[src/rtl/voice_allocator.sv]
// voice_allocator
//   Decodes 16-bit note commands written over the avs_s0 slave into a bank of
//   N_VOICES voice registers (gate / note / velocity) and hands out voices in
//   a polyphonic fashion: a start of an already-playing note retriggers it, a
//   start of a new note takes the lowest free voice, and a start on a full bank
//   either steals the oldest voice or is dropped (see build option below).
//
//   Build option: VOICE_ALLOC_STEAL_EN
//     defined   - full bank: steal the oldest voice (lowest index on a tie)
//     undefined - full bank: drop the start and bump the saturating drop count
//
//   Ports
//     clk               system clock
//     reset             asynchronous, active-low reset
//     avs_s0_write      command strobe; writedata[15]=start, [14:8]=note,
//                       [7:0]=velocity, [31:16] ignored
//     avs_s0_read       status read strobe
//     avs_s0_readdata   registered status: [15:0] active mask, [23:16] drops
//     o_gate            per-voice gate
//     o_note            per-voice note, voice i at [i*NOTE_W +: NOTE_W]
//     o_velocity        per-voice velocity, voice i at [i*VEL_W +: VEL_W]
//     o_trig            one-cycle pulse on start, retrigger or steal
//
//   Handshake: a command is taken on every rising clk edge with avs_s0_write=1
//   (no back-pressure); a status read is taken on every edge with
//   avs_s0_read=1 and its data appears on avs_s0_readdata after that edge.
module voice_allocator #(
    parameter int N_VOICES = 8,
    parameter int NOTE_W   = 7,
    parameter int VEL_W    = 8
) (
    input  logic                         clk,
    input  logic                         reset,
    input  logic                         avs_s0_write,
    input  logic [31:0]                  avs_s0_writedata,
    input  logic                         avs_s0_read,
    output logic [31:0]                  avs_s0_readdata,
    output logic [N_VOICES-1:0]          o_gate,
    output logic [N_VOICES*NOTE_W-1:0]   o_note,
    output logic [N_VOICES*VEL_W-1:0]    o_velocity,
    output logic [N_VOICES-1:0]          o_trig
);

    localparam int AGE_W = $clog2(N_VOICES);
    localparam logic [AGE_W-1:0] AGE_MAX = AGE_W'(N_VOICES - 1);

    logic [N_VOICES-1:0] gate_q, gate_d;
    logic [N_VOICES-1:0] trig_q, trig_d;
    logic [NOTE_W-1:0]   note_q [N_VOICES];
    logic [NOTE_W-1:0]   note_d [N_VOICES];
    logic [VEL_W-1:0]    vel_q  [N_VOICES];
    logic [VEL_W-1:0]    vel_d  [N_VOICES];
    logic [AGE_W-1:0]    age_q  [N_VOICES];
    logic [AGE_W-1:0]    age_d  [N_VOICES];
    logic [7:0]          drop_q, drop_d;
    logic [31:0]         rdata_q, rdata_d;

    // Command fields
    logic                cmd_start;
    logic [6:0]          cmd_note_raw;
    logic [NOTE_W-1:0]   cmd_note;
    logic [VEL_W-1:0]    cmd_vel;
    logic                unused_hi;

    assign cmd_start    = avs_s0_writedata[15];
    assign cmd_note_raw = avs_s0_writedata[14:8];
    assign cmd_note     = NOTE_W'(cmd_note_raw);
    assign cmd_vel      = VEL_W'(avs_s0_writedata[7:0]);
    assign unused_hi    = ^avs_s0_writedata[31:16];

    // Voice search results
    logic               hit, free;
    logic [AGE_W-1:0]   hit_idx, free_idx, alloc_idx;
    logic               do_alloc;
`ifdef VOICE_ALLOC_STEAL_EN
    logic [AGE_W-1:0]   old_idx, old_age;
`endif

    always_comb begin
        hit      = 1'b0;
        hit_idx  = '0;
        free     = 1'b0;
        free_idx = '0;
        // At most one gated voice holds a given note, so the last match wins
        // without ambiguity.
        for (int i = 0; i < N_VOICES; i++) begin
            if (gate_q[i] && note_q[i] == cmd_note) begin
                hit     = 1'b1;
                hit_idx = AGE_W'(i);
            end
        end
        // Scan downwards so the lowest free index is the one left standing.
        for (int i = N_VOICES - 1; i >= 0; i--) begin
            if (!gate_q[i]) begin
                free     = 1'b1;
                free_idx = AGE_W'(i);
            end
        end
`ifdef VOICE_ALLOC_STEAL_EN
        // Strict '>' keeps the lowest index among voices of equal age.
        old_idx = '0;
        old_age = age_q[0];
        for (int i = 1; i < N_VOICES; i++) begin
            if (age_q[i] > old_age) begin
                old_age = age_q[i];
                old_idx = AGE_W'(i);
            end
        end
`endif
    end

    always_comb begin
        gate_d    = gate_q;
        trig_d    = '0;
        note_d    = note_q;
        vel_d     = vel_q;
        age_d     = age_q;
        drop_d    = drop_q;
        rdata_d   = avs_s0_read ? {8'd0, drop_q, 16'(gate_q)} : rdata_q;
        do_alloc  = 1'b0;
        alloc_idx = free_idx;

        if (avs_s0_write) begin
            if (cmd_start) begin
                if (hit) begin
                    vel_d[hit_idx]  = cmd_vel;
                    trig_d[hit_idx] = 1'b1;
                end else if (free) begin
                    do_alloc = 1'b1;
                end else begin
`ifdef VOICE_ALLOC_STEAL_EN
                    do_alloc  = 1'b1;
                    alloc_idx = old_idx;
`else
                    if (drop_q != 8'hFF) begin
                        drop_d = drop_q + 8'd1;
                    end
`endif
                end
            end else if (cmd_note_raw == 7'h7F) begin
                // STOP_ALL
                gate_d = '0;
                for (int i = 0; i < N_VOICES; i++) begin
                    age_d[i] = '0;
                end
            end else if (hit) begin
                gate_d[hit_idx] = 1'b0;
                age_d[hit_idx]  = '0;
            end
        end

        if (do_alloc) begin
            for (int i = 0; i < N_VOICES; i++) begin
                if (AGE_W'(i) == alloc_idx) begin
                    gate_d[i] = 1'b1;
                    trig_d[i] = 1'b1;
                    note_d[i] = cmd_note;
                    vel_d[i]  = cmd_vel;
                    age_d[i]  = '0;
                end else if (gate_q[i] && age_q[i] != AGE_MAX) begin
                    age_d[i] = age_q[i] + 1'b1;
                end
            end
        end
    end

    always_ff @(posedge clk or negedge reset) begin
        if (!reset) begin
            gate_q  <= '0;
            trig_q  <= '0;
            drop_q  <= '0;
            rdata_q <= '0;
            for (int i = 0; i < N_VOICES; i++) begin
                note_q[i] <= '0;
                vel_q[i]  <= '0;
                age_q[i]  <= '0;
            end
        end else begin
            gate_q  <= gate_d;
            trig_q  <= trig_d;
            drop_q  <= drop_d;
            rdata_q <= rdata_d;
            note_q  <= note_d;
            vel_q   <= vel_d;
            age_q   <= age_d;
        end
    end

    for (genvar g = 0; g < N_VOICES; g++) begin : g_pack
        assign o_note[g*NOTE_W +: NOTE_W]  = note_q[g];
        assign o_velocity[g*VEL_W +: VEL_W] = vel_q[g];
    end

    assign o_gate          = gate_q;
    assign o_trig          = trig_q;
    assign avs_s0_readdata = rdata_q;

endmodule

[config.mk]
export PLATFORM = sky130hd
export DESIGN_NAME = voice_allocator
export DESIGN_NICKNAME = d
export VERILOG_FILES = /design/src/rtl/voice_allocator.sv
export SDC_FILE = /design/constraint.sdc
export NUM_CORES = 1
export LEC_CHECK = 0
export ABC_AREA = 1
export CAP_MARGIN = 5
export CORE_MARGIN = 5
export CORE_UTILIZATION = 55
export CTS_BUF_LIST = sky130_fd_sc_hd__clkbuf_4
export DETAILED_ROUTE_END_ITERATION = 10
export GPL_TIMING_DRIVEN = 1
export PLACE_DENSITY = 0.89
export RECOVER_POWER = 25
export SLEW_MARGIN = 10
export SYNTH_ARGS = -nofsm -noshare
export SYNTH_HDL_FRONTEND = slang
export SYNTH_SLANG_ARGS = --single-unit
[constraint.sdc]
create_clock -name clk -period 5.6 [get_ports clk]
set_input_delay 1.12 -clock clk [delete_from_list [all_inputs] [get_ports clk]]
set_output_delay 1.12 -clock clk [all_outputs]
set_load 0.05 [all_outputs]
==> results of run 1 <==
power groups by stage:
stage	combinational [W]	sequential (W)	clock (W)
after floorplan	0.00104	0.00350	0
after global placement	0.00369	0.00201	0
after detailed placement	0.00377	0.00202	0
after CTS	0.00378	0.00201	0.000742
after global routing	0.00400	0.00208	0.000788
final	0.00377	0.00201	0.000734
final cells by class:
cell class	instances	share of cell area
clock buffers	19	0.01462
flip-flops and latches	160	0.4103
clock inverters	13	0.01680
repair buffers	179	0.1807
well taps	180	0.02308
diodes	1	0.0002564
multi-input cells	678	0.3270
inverters	69	0.02731
registers in the layout, indices dropped and copies added, names as in the netlist:
signal and cells:
o_trig 8, o_note 56, avs_s0_readdata 16, o_gate 8, drop_q 8, o_velocity 64
placed cells by master (no fill, tap or decap), drive strengths merged:
cell / count
and2: 1
mux2: 6
a21oi: 13
o21ai: 66
xor2: 6
ha: 1
a31oi: 1
diode: 1
nor2: 66
xnor2: 18
clkinv: 2
nand3: 94
buf: 7
dfrtp: 160
nor3: 8
bufinv: 3
conb: 16
clkinvlp: 7
or2: 2
and3: 1
clkdlybuf4s50: 170
inv: 70
nand4: 10
nand2: 368
clkbuf: 21
a21boi: 1
metrics by stage:
step / cells / hold WS [ns] / power [W] / cell area [sq um]
6_report: 1299 / 0.5208 / 0.006516 / 9758
5_1_grt: 1299 / 0.5459 / 0.006864 / 9758
4_1_cts: 1298 / 0.4749 / 0.006530 / 9766
3_5_place_dp: 1266 / 0.4933 / 0.005796 / 9459
3_3_place_gp: 1266 / 0.4821 / 0.005701 / 9459
2_1_floorplan: 964 / 0.4578 / 0.004534 / 7845
cells by family (layout without fill, tap and decap cells):
| logic type | Yosys count | count (layout) | share of synthesized area |
|---|---|---|---|
| other cells | 1 | 17 | 0.0004815 |
| fa+ha+maj | 1 | 1 | 0.001606 |
| compound gates | 81 | 81 | 0.05590 |
| simple gates | 550 | 550 | 0.3088 |
| xor+xnor | 24 | 24 | 0.02699 |
| mux | 6 | 6 | 0.008674 |
| flops | 160 | 160 | 0.5141 |
| buf+inv | 126 | 280 | 0.08353 |
final timing paths:
check | start | to | depth (start not counted) | slack [ns]
min reg2reg | o_velocity[0] | o_velocity[0] | 2 | 0.52
max in group clk | avs_s0_writedata[12] | o_velocity[56] | 15 | 1.69
max reg2reg | o_gate[2] | o_velocity[56] | 13 | 2.95
min | o_velocity[0] | o_velocity[0] | 2 | 0.52
max | reset | o_velocity[55] | 2 | 1.69
min in group asynchronous | reset | o_note[18] | 1 | 1.51
layer usage:
metal	GRT usage	wire, um	vias to the layer above
li1	-	-	3279
met1	0.3558	8925	3334
met2	0.4302	10570	327
met3	0.05355	1695	60
met4	0.1174	664	0
met5	0	0	-
==> impl_metrics.tcl, run 1 <==
set metrics [dict create \
    status "finished with violations" \
    violations "max-capacitance violations, max-slew violations" \
    power.density_nw_per_um2 667.7 \
    worst_skew_pair.late_latency_ns 0.57 \
    clockRootBuffer "sky130_fd_sc_hd__clkbuf_4" \
    number_of_placement_rows 43 \
    postSynthRegisterBits 160 \
    die-height_um 129 \
    wirelength_mm 21.86 \
    synthDominantCellAreaShare 0.5141 \
    dominantRegCellSynth "sky130_fd_sc_hd__dfrtp_1" \
    cts_tree "built" \
    die_width_um 129 \
    io-pin-count 204 \
    pwr-share-comb 0.578 \
    avgRoutedWirePerCell_um 16.83 \
    nFillCells 1106 \
    cell_area_synth_sq_um 7789 \
    clock_skew_after_layout_ns 0.01872 \
    synth_common_cells "358 x sky130_fd_sc_hd__nand2_1, 160 x sky130_fd_sc_hd__dfrtp_1, 87 x sky130_fd_sc_hd__nand3_1" \
    io_buffer_count 171 \
    worstPathArrival_ns 4.42 \
    timing.slew.headroom -0.9889 \
    ys_async_sr_fraction 1.000 \
    floorplan.die_area_sq_um 16640 \
    cpMaxStageDelayCell "sky130_fd_sc_hd__clkbuf_1" \
    post_synth_edffs 0 \
    place.gp.congestion 0.8705 \
    clk_pin_slew_worst_paths_ns 0.11 \
    cts_htree_levels 4 \
    finalHoldViolCount 0 \
    finalSetupTns_ns 0 \
    finish.net_count 1142 \
    fin_crit_ns 3.915 \
    synth.largest_area_cell "sky130_fd_sc_hd__dfrtp_1" \
    drive_gt1_frac 0.08229 \
    numClockSinks 160 \
    critical-path-max-stage-delay_ns 2.07 \
    crit_path_cell_trace "clkbuf_1 -> clkbuf_2" \
    slew_at_the_pin_with_the_worst_max_slew_slack_ns 2.983 \
    sequentialPowerShare 0.309 \
    critPathTopFamily "buffers and inverters" \
    worst_setup_path_end_kind "asynchronous set/reset pin" \
    report.final.setup_viol 0 \
    postCtsHoldBufs 0 \
    portion_of_the_clock_cycle_consumed_by_the_worst_path_in_the_final_layout 0.6991 \
    route.antenna.remaining_nets 0 \
    yosys-top-cells-area "sky130_fd_sc_hd__dfrtp_1 51%, sky130_fd_sc_hd__nand2_1 17%, sky130_fd_sc_hd__nand3_1 5.6%" \
    final_core_util 0.7030 \
    drc_violations 0 \
    drt-vias-per-instance 5.389 \
    post_cts_resized 0 \
    gr-usage-all-layers 0.2682 \
    number_of_drc_markers_in_iteration_0 591 \
    clock_power_share 0.113 \
    timing.hold.worst.class "flip-flop to flip-flop" \
    cp_num_buf_inv 2 \
    area.growth.synth_to_final_pct 25.29 \
    cp_data_required_time_ns 6.10 \
    vdd_ir_drop_max_uv 402.1 \
    part_of_the_yosys_area_used_for_sequential_elements 0.5141 \
    total_leakage_power_nw 4.816 \
    antenna_violations_before_repair 1 \
    drv_cap 1 \
    worstSetupStartpointType "input pin" \
    tritoncts.num_buffers 17 \
    detail_route.first_pass.iterations 5 \
    grt-ovfl-total 0 \
    post-dp-hpwl_mm 15.61 \
    multi_input_comb_area_sq_um 3191 \
    final_max_slew_viol_count 57 \
    grt_start_max_net_pins 59 \
    final.setup.worst_slack_ns 1.685 \
    netlist-cell-type-count 37 \
    netSwitchingFraction 0.5222 \
    core_sq_um 13880 \
    net-switching-power_w 0.003403 \
    routed-via-count 7000 \
    initial_core_util 0.5611 \
    pre_cts_slack_ns 1.181 \
    cellInternalPower_w 0.003113 \
    count_leader_synth "sky130_fd_sc_hd__nand2_1" \
    timing_worst_setup_path_type "input pin to asynchronous set/reset pin" \
    netlist_instances 949 \
    grt_pass1_wl_mm 34.71 \
    buffers_from_clock_root_to_sink_at_most 2 \
    max_clock_freq_mhz 255.4 \
    synth-warning-count 0 \
    rsz0062_at_grt "false" \
    grt_pass1_vias 6729 \
    cts.repair_timing.setup_buffer_count 0 \
    path_max_fanout 56 \
    sequential_area_sq_um 4004 \
    syn-mean-instance-area_sq_um 8.207 \
]
Note: power is estimated with default switching activity, not from simulation.
==> run 2: changes to the inputs <==
--- a/config.mk
+++ b/config.mk
@@ -8,11 +8,11 @@
 export ABC_AREA = 1
 export CAP_MARGIN = 5
 export CORE_MARGIN = 5
-export CORE_UTILIZATION = 55
+export CORE_UTILIZATION = 46
 export CTS_BUF_LIST = sky130_fd_sc_hd__clkbuf_4
 export DETAILED_ROUTE_END_ITERATION = 10
 export GPL_TIMING_DRIVEN = 1
-export PLACE_DENSITY = 0.89
+export PLACE_DENSITY = 0.79
 export RECOVER_POWER = 25
 export SLEW_MARGIN = 10
 export SYNTH_ARGS = -nofsm -noshare
==> constraint.sdc (replaced) <==
create_clock -name clk -period 3.15 [get_ports clk]
set_input_delay 0.63 -clock clk [delete_from_list [all_inputs] [get_ports clk]]
set_output_delay 0.63 -clock clk [all_outputs]
set_load 0.05 [all_outputs]
==> run 2 against run 1 <==
The flow still finishes with violations (max-capacitance violations, max-slew violations). Sequential power rose by 79%. Routed wire length up 2.2%. Non-clock buffer count up 37. Clock power rose by 61%. Critical endpoint is now o_gate[1]. Largest power group unchanged.
==> impl_metrics.tcl, run 2 (same netlist as run 1, synthesis figures left out) <==
set metrics [dict create \
    core_sq_um 16580 \
    detail_route.first_pass.iterations 5 \
    cts_htree_levels 4 \
    vdd_ir_drop_max_uv 701.4 \
    number_of_placement_rows 47 \
    cts.repair_timing.setup_buffer_count 0 \
    initial_core_util 0.4697 \
    drc_violations 0 \
    finish.net_count 1179 \
    grt-ovfl-total 0 \
    tritoncts.num_buffers 17 \
    avgRoutedWirePerCell_um 16.24 \
    cp_data_required_time_ns 2.52 \
    fin_crit_ns 2.681 \
    slew_at_the_pin_with_the_worst_max_slew_slack_ns 1.873 \
    die_width_um 140.1 \
    crit_path_cell_trace "clkdlybuf4s50_1" \
    clock_skew_after_layout_ns 0.02431 \
    cp_num_buf_inv 1 \
    routed-via-count 6984 \
    post-dp-hpwl_mm 16.30 \
    finalInstanceArea_sq_um 10130 \
    floorplan.die_area_sq_um 19640 \
    numClockSinks 160 \
    finalHoldViolCount 0 \
    cpMaxStageDelayCell "sky130_fd_sc_hd__clkdlybuf4s50_1" \
    total_leakage_power_nw 5.022 \
    worst_skew_pair.late_latency_ns 0.59 \
    rsz0062_at_grt "false" \
    io_buffer_count 171 \
    layout_commonest_cell "sky130_fd_sc_hd__nand2_1" \
    cts_tree "built" \
    status "finished with violations" \
    gr-usage-all-layers 0.2307 \
    critPathTopFamily "buffers and inverters" \
    power.density_nw_per_um2 1141 \
    largest_register_ffs 64 \
    antenna_violations_before_repair 1 \
    final_max_slew_viol_count 70 \
    grt_start_max_net_pins 72 \
    place.gp.congestion 0.8835 \
    portion_of_the_clock_cycle_consumed_by_the_worst_path_in_the_final_layout 0.8511 \
    postCtsHoldBufs 0 \
    post_cts_resized 0 \
    wirelength_mm 22.35 \
    drive_gt1_frac 0.1117 \
    timing.slew.headroom -0.2490 \
    finalSetupTns_ns 0 \
    grt_pass1_wl_mm 36.02 \
    final_core_util 0.6109 \
    timing.hold.worst.class "flip-flop to flip-flop" \
    grt_pass1_vias 6770 \
    drt-vias-per-instance 5.076 \
    max_clock_freq_mhz 373.0 \
    io-pin-count 204 \
    number_of_drc_markers_in_iteration_0 604 \
    drv_cap 1 \
    report.final.setup_viol 0 \
    buffers_from_clock_root_to_sink_at_most 2 \
    layout.cells.most_common_list "358 x sky130_fd_sc_hd__nand2_1, 170 x sky130_fd_sc_hd__clkdlybuf4s50_1, 160 x sky130_fd_sc_hd__dfrtp_1, 87 x sky130_fd_sc_hd__nand3_1, 60 x sky130_fd_sc_hd__nor2_1" \
    route.antenna.remaining_nets 0 \
    violations "max-capacitance violations, max-slew violations" \
    worst_setup_path_end_kind "primary output" \
    area.growth.synth_to_final_pct 30.07 \
    dpl-instance-area_sq_um 9874 \
    worstSetupStartpointType "flip-flop" \
    timing_worst_setup_path_type "flip-flop to primary output" \
    path_max_fanout 7 \
    clockRootBuffer "sky130_fd_sc_hd__clkbuf_4" \
    critical-path-max-stage-delay_ns 0.88 \
    die-height_um 140.1 \
    clk_pin_slew_worst_paths_ns 0.14 \
    worstPathArrival_ns 2.05 \
]
[run 2: cell count changes in the layout (fill, tap and decap cells not counted)]
cell / before / now
sky130_fd_sc_hd__clkinv_2: 0 / 2
sky130_fd_sc_hd__clkbuf_1: 1 / 0
sky130_fd_sc_hd__clkinv_4: 1 / 2
sky130_fd_sc_hd__clkbuf_4: 19 / 17
sky130_fd_sc_hd__bufinv_16: 3 / 1
sky130_fd_sc_hd__buf_4: 7 / 38
sky130_fd_sc_hd__clkinv_1: 1 / 2
sky130_fd_sc_hd__inv_6: 1 / 6
sky130_fd_sc_hd__buf_12: 0 / 7
sky130_fd_sc_hd__clkinvlp_4: 7 / 2
[run 2: where the power goes]
group | switching (W) | total, W | internal, W
combinational | 0.00458 | 0.00678 | 0.00220
clock | 0.000779 | 0.00118 | 0.000400
sequential | 0.000736 | 0.00360 | 0.00286
[run 2: stage by stage]
| stage | std cells | hold slack [ns] | setup WS, ns | power [W] |
|---|---|---|---|---|
| floorplan | 964 | 0.3344 | 0.8635 | 0.008061 |
| global placement | 1343 | 0.4814 | 0.1334 | 0.01030 |
| detailed placement | 1343 | 0.4911 | 0.06643 | 0.01042 |
| CTS | 1375 | 0.05679 | 0.4550 | 0.01160 |
| global route | 1376 | 0.5415 | 0.3860 | 0.01223 |
| finish | 1376 | 0.5082 | 0.4691 | 0.01156 |
[run 2: worst paths after layout]
check / endpoint / startpoint / slack, ns / cells after the start
setup / recovery: o_gate[1] / o_gate[1] / 0.47 / 1
hold / removal: drop_q[6] / drop_q[6] / 0.51 / 1
setup reg to reg: o_velocity[63] / o_gate[2] / 0.91 / 14
hold reg to reg: drop_q[6] / drop_q[6] / 0.51 / 1
max in group asynchronous: o_velocity[28] / reset / 1.49 / 1
min in group asynchronous: o_note[18] / reset / 0.55 / 1
[run 2: area by class of cell]
| cell class | count | area (sq um) |
|---|---|---|
| clock inverters | 15 | 132.6 |
| repair buffers | 216 | 2132 |
| diodes | 1 | 2.502 |
| fillers | 1483 | 6452 |
| well taps | 220 | 275.3 |
| inverters | 69 | 266.5 |
| clock buffers | 17 | 127.6 |
| flip-flops and latches | 160 | 4004 |
| multi-input cells | 678 | 3191 |
[run 2: worst reg2reg max path, stage by stage, from the launching register on]
cell and delay, ns:
sky130_fd_sc_hd__dfrtp_1 0.48, sky130_fd_sc_hd__inv_1 0.16, sky130_fd_sc_hd__nor2_1 0.07, sky130_fd_sc_hd__nand2_1 0.07, sky130_fd_sc_hd__nor2_1 0.04, sky130_fd_sc_hd__nand2_1 0.11
sky130_fd_sc_hd__nand2_1 0.11, sky130_fd_sc_hd__inv_2 0.06, sky130_fd_sc_hd__nand2_1 0.08, sky130_fd_sc_hd__nor2_4 0.26, sky130_fd_sc_hd__buf_12 0.17, sky130_fd_sc_hd__nand4_4 0.15
sky130_fd_sc_hd__buf_4 0.25, sky130_fd_sc_hd__nand3_1 0.08, sky130_fd_sc_hd__nand2_1 0.07
[run 2: metal layers]
| metal | up-vias | routed length, um | GRT usage |
|---|---|---|---|
| li1 | 3360 | - | - |
| met1 | 3284 | 9323 | 0.3067 |
| met2 | 303 | 10800 | 0.3745 |
| met3 | 37 | 1809 | 0.05487 |
| met4 | 0 | 413 | 0.07547 |
| met5 | - | 0 | 0 |
==> run 3: changes to the inputs <==
--- a/config.mk
+++ b/config.mk
@@ -7,12 +7,13 @@
 export LEC_CHECK = 0
 export ABC_AREA = 1
 export CAP_MARGIN = 5
-export CORE_MARGIN = 5
-export CORE_UTILIZATION = 46
+export CELL_PAD_IN_SITES_DETAIL_PLACEMENT = 0
+export CELL_PAD_IN_SITES_GLOBAL_PLACEMENT = 1
+export CORE_UTILIZATION = 33
 export CTS_BUF_LIST = sky130_fd_sc_hd__clkbuf_4
 export DETAILED_ROUTE_END_ITERATION = 10
 export GPL_TIMING_DRIVEN = 1
-export PLACE_DENSITY = 0.79
+export PLACE_DENSITY_LB_ADDON = 0.1
 export RECOVER_POWER = 25
 export SLEW_MARGIN = 10
 export SYNTH_ARGS = -nofsm -noshare
==> run 3 against run 2 <==
Final cell count increased by 7.1%. Global-route usage down 2.2 points. Hold slack barely moved. Flip-flop and latch count stayed put. Via count shrank 4.3%. The flow still finishes with violations (max-capacitance violations, max-slew violations). Die area grew 23%. Routed wire length grew 7.4%. Largest cell class unchanged. Critical path type unchanged. Highest routed layer unchanged. Clock skew fell by 0.0017 ns. Combinational power about the same.
==> impl_metrics.tcl, run 3 (same netlist as run 1, synthesis figures left out) <==
set metrics [dict create \
    largest_register_ffs 64 \
    number_of_drc_markers_in_iteration_0 427 \
    postCtsHoldBufs 0 \
    post_cts_resized 0 \
    cellInternalPower_w 0.005631 \
    buffers_from_clock_root_to_sink_at_most 2 \
    max_clock_freq_mhz 379.7 \
    netSwitchingFraction 0.5212 \
    detail_route.first_pass.iterations 5 \
    critPathTopFamily "buffers and inverters" \
    worstSetupStartpointType "flip-flop" \
    layout.cells.most_common_list "358 x sky130_fd_sc_hd__nand2_1, 170 x sky130_fd_sc_hd__clkdlybuf4s50_1, 160 x sky130_fd_sc_hd__dfrtp_1, 87 x sky130_fd_sc_hd__nand3_1, 60 x sky130_fd_sc_hd__nor2_1" \
    vdd_ir_drop_max_uv 623.1 \
    cpMaxStageDelayCell "sky130_fd_sc_hd__clkdlybuf4s50_1" \
    initial_core_util 0.3399 \
    final_max_slew_viol_count 62 \
    pre_cts_slack_ns -0.003728 \
    report.final.setup_viol 0 \
    die_width_um 155.6 \
    grt_pass1_wl_mm 38.27 \
    timing.slew.headroom -0.1615 \
    routed-via-count 6687 \
    finalInstanceArea_sq_um 10350 \
    number_of_placement_rows 55 \
    total_power_w 0.01176 \
    wirelength_mm 24.00 \
    rsz0062_at_grt "false" \
    route.antenna.remaining_nets 0 \
    grt_start_max_net_pins 63 \
    floorplan.die_area_sq_um 24220 \
    sequentialPowerShare 0.306 \
    r2r_setup_slack_ns 0.84 \
    worst_skew_pair.late_latency_ns 0.56 \
    die-height_um 155.6 \
    violations "max-capacitance violations, max-slew violations" \
    final.setup.worst_slack_ns 0.5167 \
    finish.net_count 1184 \
    worst_setup_path_end_kind "primary output" \
    total_leakage_power_nw 5.078 \
    avgRoutedWirePerCell_um 16.28 \
    drc_violations 0 \
    cts_htree_levels 4 \
    status "finished with violations" \
    portion_of_the_clock_cycle_consumed_by_the_worst_path_in_the_final_layout 0.8360 \
    power.density_nw_per_um2 1136 \
    drive_gt1_frac 0.1164 \
    net-switching-power_w 0.006130 \
    place.gp.congestion 0.7778 \
    hold-worst-slack_ns 0.5083 \
    worstPathArrival_ns 2.00 \
    area.growth.synth_to_final_pct 32.93 \
    io-pin-count 204 \
    tritoncts.num_buffers 17 \
    io_buffer_count 171 \
    slew_at_the_pin_with_the_worst_max_slew_slack_ns 1.742 \
    gr-usage-all-layers 0.2089 \
    finalHoldViolCount 0 \
    clock_power_share 0.119 \
    clk_pin_slew_worst_paths_ns 0.16 \
    numClockSinks 160 \
    antenna_violations_before_repair 1 \
    timing.hold.worst.class "input pin to asynchronous set/reset pin" \
    critical-path-max-stage-delay_ns 0.88 \
    path_max_fanout 7 \
    cp_data_required_time_ns 2.52 \
    fin_crit_ns 2.633 \
    core_sq_um 22920 \
    grt-ovfl-total 0 \
    layout_commonest_cell "sky130_fd_sc_hd__nand2_1" \
    grt_pass1_vias 6614 \
    cts.repair_timing.setup_buffer_count 0 \
    drt-vias-per-instance 4.537 \
    dpl-instance-area_sq_um 10040 \
    cp_num_buf_inv 1 \
    pwr-share-comb 0.575 \
    drv_cap 1 \
    post-dp-hpwl_mm 17.17 \
    clock_skew_after_layout_ns 0.02261 \
    clockRootBuffer "sky130_fd_sc_hd__clkbuf_4" \
    timing_worst_setup_path_type "flip-flop to primary output" \
    cts_tree "built" \
    crit_path_cell_trace "clkdlybuf4s50_1" \
]
[run 3: cell types whose count changed in the layout (fill, tap and decap cells not counted)]
cell                         delta
sky130_fd_sc_hd__clkinv_2       -1
sky130_fd_sc_hd__buf_12         +1
sky130_fd_sc_hd__clkinv_1       -2
sky130_fd_sc_hd__clkinvlp_4     -1
sky130_fd_sc_hd__clkbuf_1       +1
sky130_fd_sc_hd__bufinv_16      +2
sky130_fd_sc_hd__clkinv_4       +1
sky130_fd_sc_hd__buf_4          +3
sky130_fd_sc_hd__inv_8          +1
[run 3: area by class of cell]
type | count | area [sq um]
Clock inverter | 15 | 192.7
Inverter | 69 | 266.5
Multi-Input combinational cell | 678 | 3191
Clock buffer | 17 | 127.6
Sequential cell | 160 | 4004
Fill cell | 2331 | 12560
Antenna cell | 1 | 2.502
Timing Repair Buffer | 221 | 2178
Tap cell | 313 | 391.6
[run 3: layer usage]
| metal | vias to the layer above | share of wire | track usage |
|---|---|---|---|
| li1 | 3363 | - | - |
| met1 | 3145 | 0.49 | 0.3025 |
| met2 | 168 | 0.45 | 0.3218 |
| met3 | 11 | 0.054 | 0.04333 |
| met4 | 0 | 0.0071 | 0.04062 |
| met5 | - | 0 | 0 |
[run 3: per-stage QoR]
step	instances	TNS, ns	util
global placement	1441	0	0.4382
detailed placement	1441	-0.005812	0.4382
floorplan	964	0	-
global route	1474	0	0.4518
finish	1474	0	0.4518
CTS	1473	0	0.4521
[run 3: worst paths after layout]
path                       startpoint  cells after the start              to
setup / recovery            o_gate[1]                      1       o_gate[1]
hold / removal                  reset                      1      o_note[24]
setup reg to reg            o_gate[0]                     11       o_note[7]
hold reg to reg             drop_q[6]                      1       drop_q[6]
max in group asynchronous       reset                      2  o_velocity[32]
min in group clk            drop_q[6]                      1       drop_q[6]
[run 3: power by group through the flow]
stage,logic (W),clock network (W),registers [W]
after floorplan,0.00185,0,0.00622
after global placement,0.00675,0,0.00365
after detailed placement,0.00680,0,0.00364
after CTS,0.00682,0.00145,0.00361
after global routing,0.00724,0.00153,0.00372
final,0.00676,0.00141,0.00360
